--- config.mk ---
export PLATFORM = sky130hd
export DESIGN_NAME = microsequencer
export DESIGN_NICKNAME = d
export VERILOG_FILES = /design/src/rtl/microsequencer.sv
export SDC_FILE = /design/constraint.sdc
export NUM_CORES = 1
export LEC_CHECK = 0
export CAP_MARGIN = 10
export CORE_ASPECT_RATIO = 2
export CORE_UTILIZATION = 42
export CTS_BUF_LIST = sky130_fd_sc_hd__clkbuf_4
export CTS_CLUSTER_SIZE = 25
export DETAILED_ROUTE_END_ITERATION = 8
export GPL_ROUTABILITY_DRIVEN = 0
export PLACE_DENSITY = 0.88
export SLEW_MARGIN = 15
export SYNTH_ARGS = -nofsm -noshare
export SYNTH_HDL_FRONTEND = slang
export SYNTH_SLANG_ARGS = --single-unit
--- constraint.sdc ---
create_clock -name clk -period 2.7 [get_ports clk]
set_input_delay 0.405 -clock clk [delete_from_list [all_inputs] [get_ports clk]]
set_output_delay 0.405 -clock clk [all_outputs]
set_load 0.02 [all_outputs]
--- src/rtl/microsequencer.sv ---
// Microcode sequencer: keeps the T-state counter, drives the fixed two-step
// fetch, addresses the microcode ROM with {opcode, tstate} for execute steps,
// flags the final microstep of each instruction and counts retired ones.
module microsequencer #(
  parameter int OPCODE_BITS = 8,
  parameter int TSTATE_BITS = 3
) (
  input  logic                               clk,
  input  logic                               rst_n,
  input  logic [OPCODE_BITS-1:0]             opcode,
  input  logic                               stall,
  output logic [OPCODE_BITS+TSTATE_BITS-1:0] rom_addr,
  input  logic [15:0]                        rom_data,
  output logic [15:0]                        uinstr,
  output logic [TSTATE_BITS-1:0]             tstate,
  output logic                               instr_done,
  output logic [15:0]                        instr_count
);

  localparam logic [TSTATE_BITS-1:0] T_FETCH0 = TSTATE_BITS'(0);
  localparam logic [TSTATE_BITS-1:0] T_FETCH1 = TSTATE_BITS'(1);
  localparam logic [TSTATE_BITS-1:0] T_EXEC0  = TSTATE_BITS'(2);
  localparam logic [TSTATE_BITS-1:0] T_LAST   = '1;

  // Fixed fetch microinstructions and the bus-idle word.
  localparam logic [15:0] UI_FETCH0 = 16'h0040;  // PC out, MAR in
  localparam logic [15:0] UI_FETCH1 = 16'h3480;  // RAM out, IR in, P+
  localparam logic [15:0] UI_IDLE   = 16'h0000;

  logic                   in_exec;
  logic                   early_end;
  logic [TSTATE_BITS-1:0] tstate_nxt;
  logic [15:0]            count_nxt;

  // ROM is always addressed, even during fetch where its word is ignored.
  assign rom_addr = {opcode, tstate};

  // End-of-instruction detection: a zero ROM word in an execute step, or the
  // last T-state. Stall overrides both so the step can re-execute later.
  always_comb begin
    in_exec    = (tstate >= T_EXEC0);
    early_end  = in_exec && (rom_data == UI_IDLE);
    instr_done = !stall && (early_end || (tstate == T_LAST));
  end

  // Microinstruction mux: fixed fetch words, ROM word in execute, idle on stall.
  always_comb begin
    // NOTE: default assignment first so every path drives uinstr (no latch).
    uinstr = rom_data;
    if (stall) begin
      uinstr = UI_IDLE;
    end else begin
      unique case (tstate)
        T_FETCH0: uinstr = UI_FETCH0;
        T_FETCH1: uinstr = UI_FETCH1;
        default:  uinstr = rom_data;
      endcase
    end
  end

  // Next-state: hold on stall, restart and count on done, else advance.
  always_comb begin
    tstate_nxt = tstate;
    count_nxt  = instr_count;
    if (!stall) begin
      if (instr_done) begin
        tstate_nxt = T_FETCH0;
        count_nxt  = instr_count + 16'd1;  // wraps 0xFFFF -> 0x0000
      end else begin
        tstate_nxt = tstate + TSTATE_BITS'(1);
      end
    end
  end

  // State register: T-state and retired-instruction counter.
  always_ff @(posedge clk or negedge rst_n) begin
    if (!rst_n) begin
      tstate      <= T_FETCH0;
      instr_count <= 16'd0;
    end else begin
      // NOTE: non-blocking assignments for all registered state.
      tstate      <= tstate_nxt;
      instr_count <= count_nxt;
    end
  end

endmodule

== Word-level counts from Yosys, hierarchy flattened ==
Cells that the tools add are included.
Cells by class
  $add $sub $neg: 2
  order comparisons: 1
  equal/unequal tests: 2
  multiplexer cells: 3
  bitwise gates (word level): 1
  reduce and logical (&&, ||, !) cells: 7
Operators by type and width (number)
  $pmux 16 s2: 1
  $add 16x1->16 const B: 1
  $logic_not 16->1: 1
  $mux 16: 1
  $add 3x1->3 const B: 1
  $eq 3x1->1 const B: 1
  $eq 3x3->1 const B: 1
  $ge 3x2->1 const B: 1
  $logic_not 3->1: 1
  $mux 3: 1
  $logic_and 1x1->1: 2
  $reduce_and 2->1: 1
  $logic_not 1->1: 1
  $logic_or 1x1->1: 1
  $not 1->1: 1
Word-level totals
  bits in registers: 19
  bits of input ports: 27
  output and inout port bits: 47
  logic and storage cells: 18

== Logic depth before layout (Yosys ltp) ==
  depth after elaboration: 5
  gate-level depth with buffers: 7
  gate-level depth less buffers: 6

== Least setup slack after synthesis ==
No wires, ideal clock.
  kind: register to output
  start point: reg tstate[0]
  end point: out uinstr[0]
  arrival: 1510 ps
  required time: 2295 ps
  slack: 785 ps
  stages on the path, launching flop included: 8
  cell sequence: dfrtp_1 -> inv_1 -> ha_1 -> nor2_1 -> nor2_1 -> nor2_1 -> clkbuf_1 -> and2_1
On the way
  cells in the longest elaborated chain, start to end: 3
  elaborated cells on any way between the ends: 4
Ends and longest elaborated chain
  start, declared: line 15  | output logic [TSTATE_BITS-1:0] tstate,
  start signal, assigned: line 82  | tstate <= tstate_nxt;
  $eq 3x1->1 / $logic_not 3->1 (equally long branches): line 53  | unique case (tstate)
  $pmux 16 s2 *: line 53
  $mux 16 *: line 50  | if (stall) begin
  end, declared: line 14  | output logic [15:0] uinstr,
Every way passes the cells marked *; elsewhere a longest branch is shown, timed or not.

== Worst setup path in the final report ==
  start point: reg tstate[0]
  end point: out uinstr[3]
The elaborated chain is that of the path after synthesis.

==> results by group <==
Outcome
  – Outcome: finished clean

Final layout
  – Layout-stage area growth over the synthesis result: 46.4%
  – ANT cells: 0
  – Layout cells sized above 1: 0.142
  – Number of standard cells in the layout, taps in and fillers out: 205
  – Layout Utilization: 0.658
  – Final net count: 210

Synthesis
  – Per-instance average area after synthesis: 9.96 sq um
  – Post-Synthesis Net Count: 158
  – Gate count of the mapped netlist: 125
  – Sequential share of the synthesized area: 0.382
  – Netlist area before placement: 1240 sq um
  – Number of enable flip-flop cells after synthesis: 0
  – Cell types with the highest counts after synthesis: dfrtp_1 (19), and2_1 (13), buf_4 (11)
  – Top-area cell type share of the netlist area: 0.382
  – Largest area contributor in the netlist: dfrtp_1
  – Synth warn: 0
  – Top cells by area, synth: dfrtp_1 (38%), buf_4 (6.6%), and2_1 (6.5%)
  – Count leader, synth: dfrtp_1
  – Seq cells post-synth: 19
  – Flip-flop cell with the highest count after synthesis: dfrtp_1
  – Count of cell types in the netlist: 29
  – Share of synthesized registers carrying an async set or reset: 1.00

Route
  – Final wirelength: 2960 um
  – Via count: 1094
  – Via density per instance: 5.34
  – DRC viols: 0
  – Per-cell routed wire length: 14.4 um
  – Iteration count of the initial detailed-routing pass: 4
  – Antenna-violating nets left: 0
  – Initial drt markers: 35

Placement
  – # port buffers: 57
  – Detailed Place HPWL: 2350 um
  – Cell count after placement: 201

Setup path
  – Data required time at the worst endpoint: 2.30 ns
  – Cell seen most often among critical-path stages: nor2_1
  – Slowest cell on the critical path: clkdlybuf4s50_1
  – Max incr delay on CP: 0.60 ns
  – CP Cell Sequence: inv_1 -> ha_1 -> nor2_1 -> nor2_1 -> nor2_4 -> and2_1 -> clkdlybuf4s50_1
  – Crit Path Max Fanout: 11
  – Arr. time, crit path: 2.16 ns
  – Classification of the worst setup path: reg2out
  – Worst Setup End Kind: primary output
  – Critical path startpoint category: flop

Floorplan
  – Floorplan die width: 40.5 um
  – Die area: 3200 sq um
  – Starting utilization of the core area: 0.449
  – Boundary Pins: 74
  – Area of the placeable core: 2770 sq um
  – Die span in y: 79.0 um
  – Number of rows in the core area: 27

Global route
  – Wire length of the first global-routing pass: 4490 um
  – Antenna violations before repair: 0
  – Number of global-route vias before repair: 1080
  – Total global routing track utilization: 0.199
  – Pin count of the biggest net entering global routing: 20
  – Congestion Overflow GR: 0

STA
  – Number of setup violations in the final report: 0
  – Relative slew slack: 0.423
  – Peak clock frequency supported by timing: 390 MHz
  – Slew at the pin with the worst max-slew slack: 0.863 ns
  – Final setup skew: 0.00999 ns
  – Final clock period utilization by the worst path: 0.950
  – Total negative setup slack: 0 ns
  – Final number of max-transition violations: 0
  – Minimum clock period: 2.56 ns
  – Unrepaired setup endpoints after global routing: no
  – Endpoints failing hold: 0

Power and ir drop
  – Worst ir drop on vdd: 0.369 mV
  – Static leakage power: 0.795 nW
  – Total power density per cell area: 611 nW/um^2

Clocking
  – Register clock-pin slew on the reported worst setup and hold paths: 0.11 ns
  – Number of hold buffers added after cts: 0
  – Maximum clock insertion buffer count: 2
  – CTS Root Buffer Type: clkbuf_4
  – Clock Sinks: 19
  – Number of buffers created by CTS: 3
  – CTS tree: done
  – CTS H-tree lvls: 1
  – Clk Latency, worst-skew pair: 0.31 ns

Run
  – MaxCap Viol Count: 0

Worst hold path
  – Hold WC Path Type: reg2reg
## path summary, 6_finish.rpt
kind | start | endpoint | slack, ns | depth (start not counted)
min in group asynchronous | rst_n | instr_count[13] | 0.57 | 1
hold reg to reg | instr_count[15] | instr_count[15] | 0.47 | 1
setup / recovery | tstate[0] | uinstr[3] | 0.14 | 7
hold / removal | instr_count[15] | instr_count[15] | 0.47 | 1
max in group asynchronous | rst_n | tstate[1] | 1.54 | 1
setup reg to reg | tstate[0] | instr_count[1] | 0.87 | 7
## where the power goes
group	internal, mW	leakage, nW	switching, mW	total [mW]
Combinational	0.289	0.522	0.304	0.593
Clock	0.0553	0.0177	0.0914	0.147
Sequential	0.322	0.255	0.0528	0.375
## timing repair
item / 4_1_cts / 5_1_grt
setup endpoints to repair: 11 / 17
gates resized for setup: 2 / 4
pin swaps: 0 / 0
buffers inserted: 0 / 0
## registers in the layout, summed over array words and instances, names as in the netlist
register,count
instr_count,16
tstate,3
## cells in the final DEF (no fill, tap or decap)
cell type | netlist | final
clkinv_2 | 0 | 1
clkbuf_4 | 0 | 3
nand4_1 | 2 | 2
and4b_1 | 1 | 1
nor3b_2 | 5 | 5
dlymetal6s2s_1 | 0 | 1
inv_1 | 2 | 2
xor2_1 | 8 | 8
dfrtp_1 | 19 | 17
nor3_2 | 1 | 1
and3_1 | 1 | 1
a21oi_1 | 5 | 5
nor2_4 | 0 | 1
nand2_1 | 9 | 9
ha_1 | 6 | 6
nor4_2 | 4 | 4
dfrtp_2 | 0 | 2
nor2_2 | 1 | 1
o21ba_2 | 1 | 1
and2_1 | 13 | 13
nand4b_1 | 1 | 1
o311ai_1 | 1 | 1
xnor2_1 | 7 | 7
nand2b_1 | 3 | 3
nor2_1 | 8 | 7
mux2_2 | 1 | 1
nor2b_2 | 0 | 1
and4_1 | 2 | 2
o21ai_0 | 3 | 3
o21ai_1 | 1 | 1
nand3_1 | 5 | 5
buf_4 | 11 | 4
clkdlybuf4s50_1 | 0 | 56
## cell type report
cell class	instances	area, sq um
timing repair buffer	61	603
clock buffer	3	22.5
fill	224	947
multi-input combinational	90	671
clock inverter	1	5.00
sequential	19	478
tap	29	36.3
inverter	2	7.51
## critical path: cells and delay by family (launching register included)
| family | cells | cell delay [ns] |
|---|---|---|
| buffers and inverters | 2 | 0.69 |
| adder cells (fa/ha/maj) | 1 | 0.22 |
| AND/OR/NAND/NOR | 4 | 0.51 |
| flip-flops | 1 | 0.44 |
## kinds of logic (layout without fill, tap and decap cells)
logic type,after synthesis,in the layout,synth area share
AO/OA/AOI/OAI,11,11,0.0512
XOR/XNOR,15,15,0.106
adder cells (fa/ha/maj),6,6,0.0603
buffers and inverters,16,67,0.0874
flip-flops,19,19,0.382
multiplexers,1,1,0.00904
AND/OR/NAND/NOR,57,57,0.305
## layer usage
| layer | up-vias | track usage | wire length, um | share of wire |
|---|---|---|---|---|
| met5 | - | 0 | 0 | 0 |
| met4 | 0 | 0.0967 | 68 | 0.023 |
| met3 | 7 | 0.0251 | 220 | 0.074 |
| met2 | 51 | 0.376 | 1630 | 0.55 |
| met1 | 519 | 0.179 | 1040 | 0.35 |
| li1 | 517 | - | - | - |
## through the flow
stage | total power, mW | area (sq um) | setup WS [ns] | hold slack (ns)
6_report | 1.11 | 1820 | 0.135 | 0.474
5_1_grt | 1.19 | 1820 | 0.00872 | 0.524
4_1_cts | 1.13 | 1820 | 0.00429 | 0.482
3_5_place_dp | 0.968 | 1780 | 0.00966 | 0.461
3_3_place_gp | 0.948 | 1780 | 0.0122 | 0.462
2_1_floorplan | 0.720 | 1240 | 0.785 | 0.109
No activity file was read; power rests on OpenSTA's default activity.
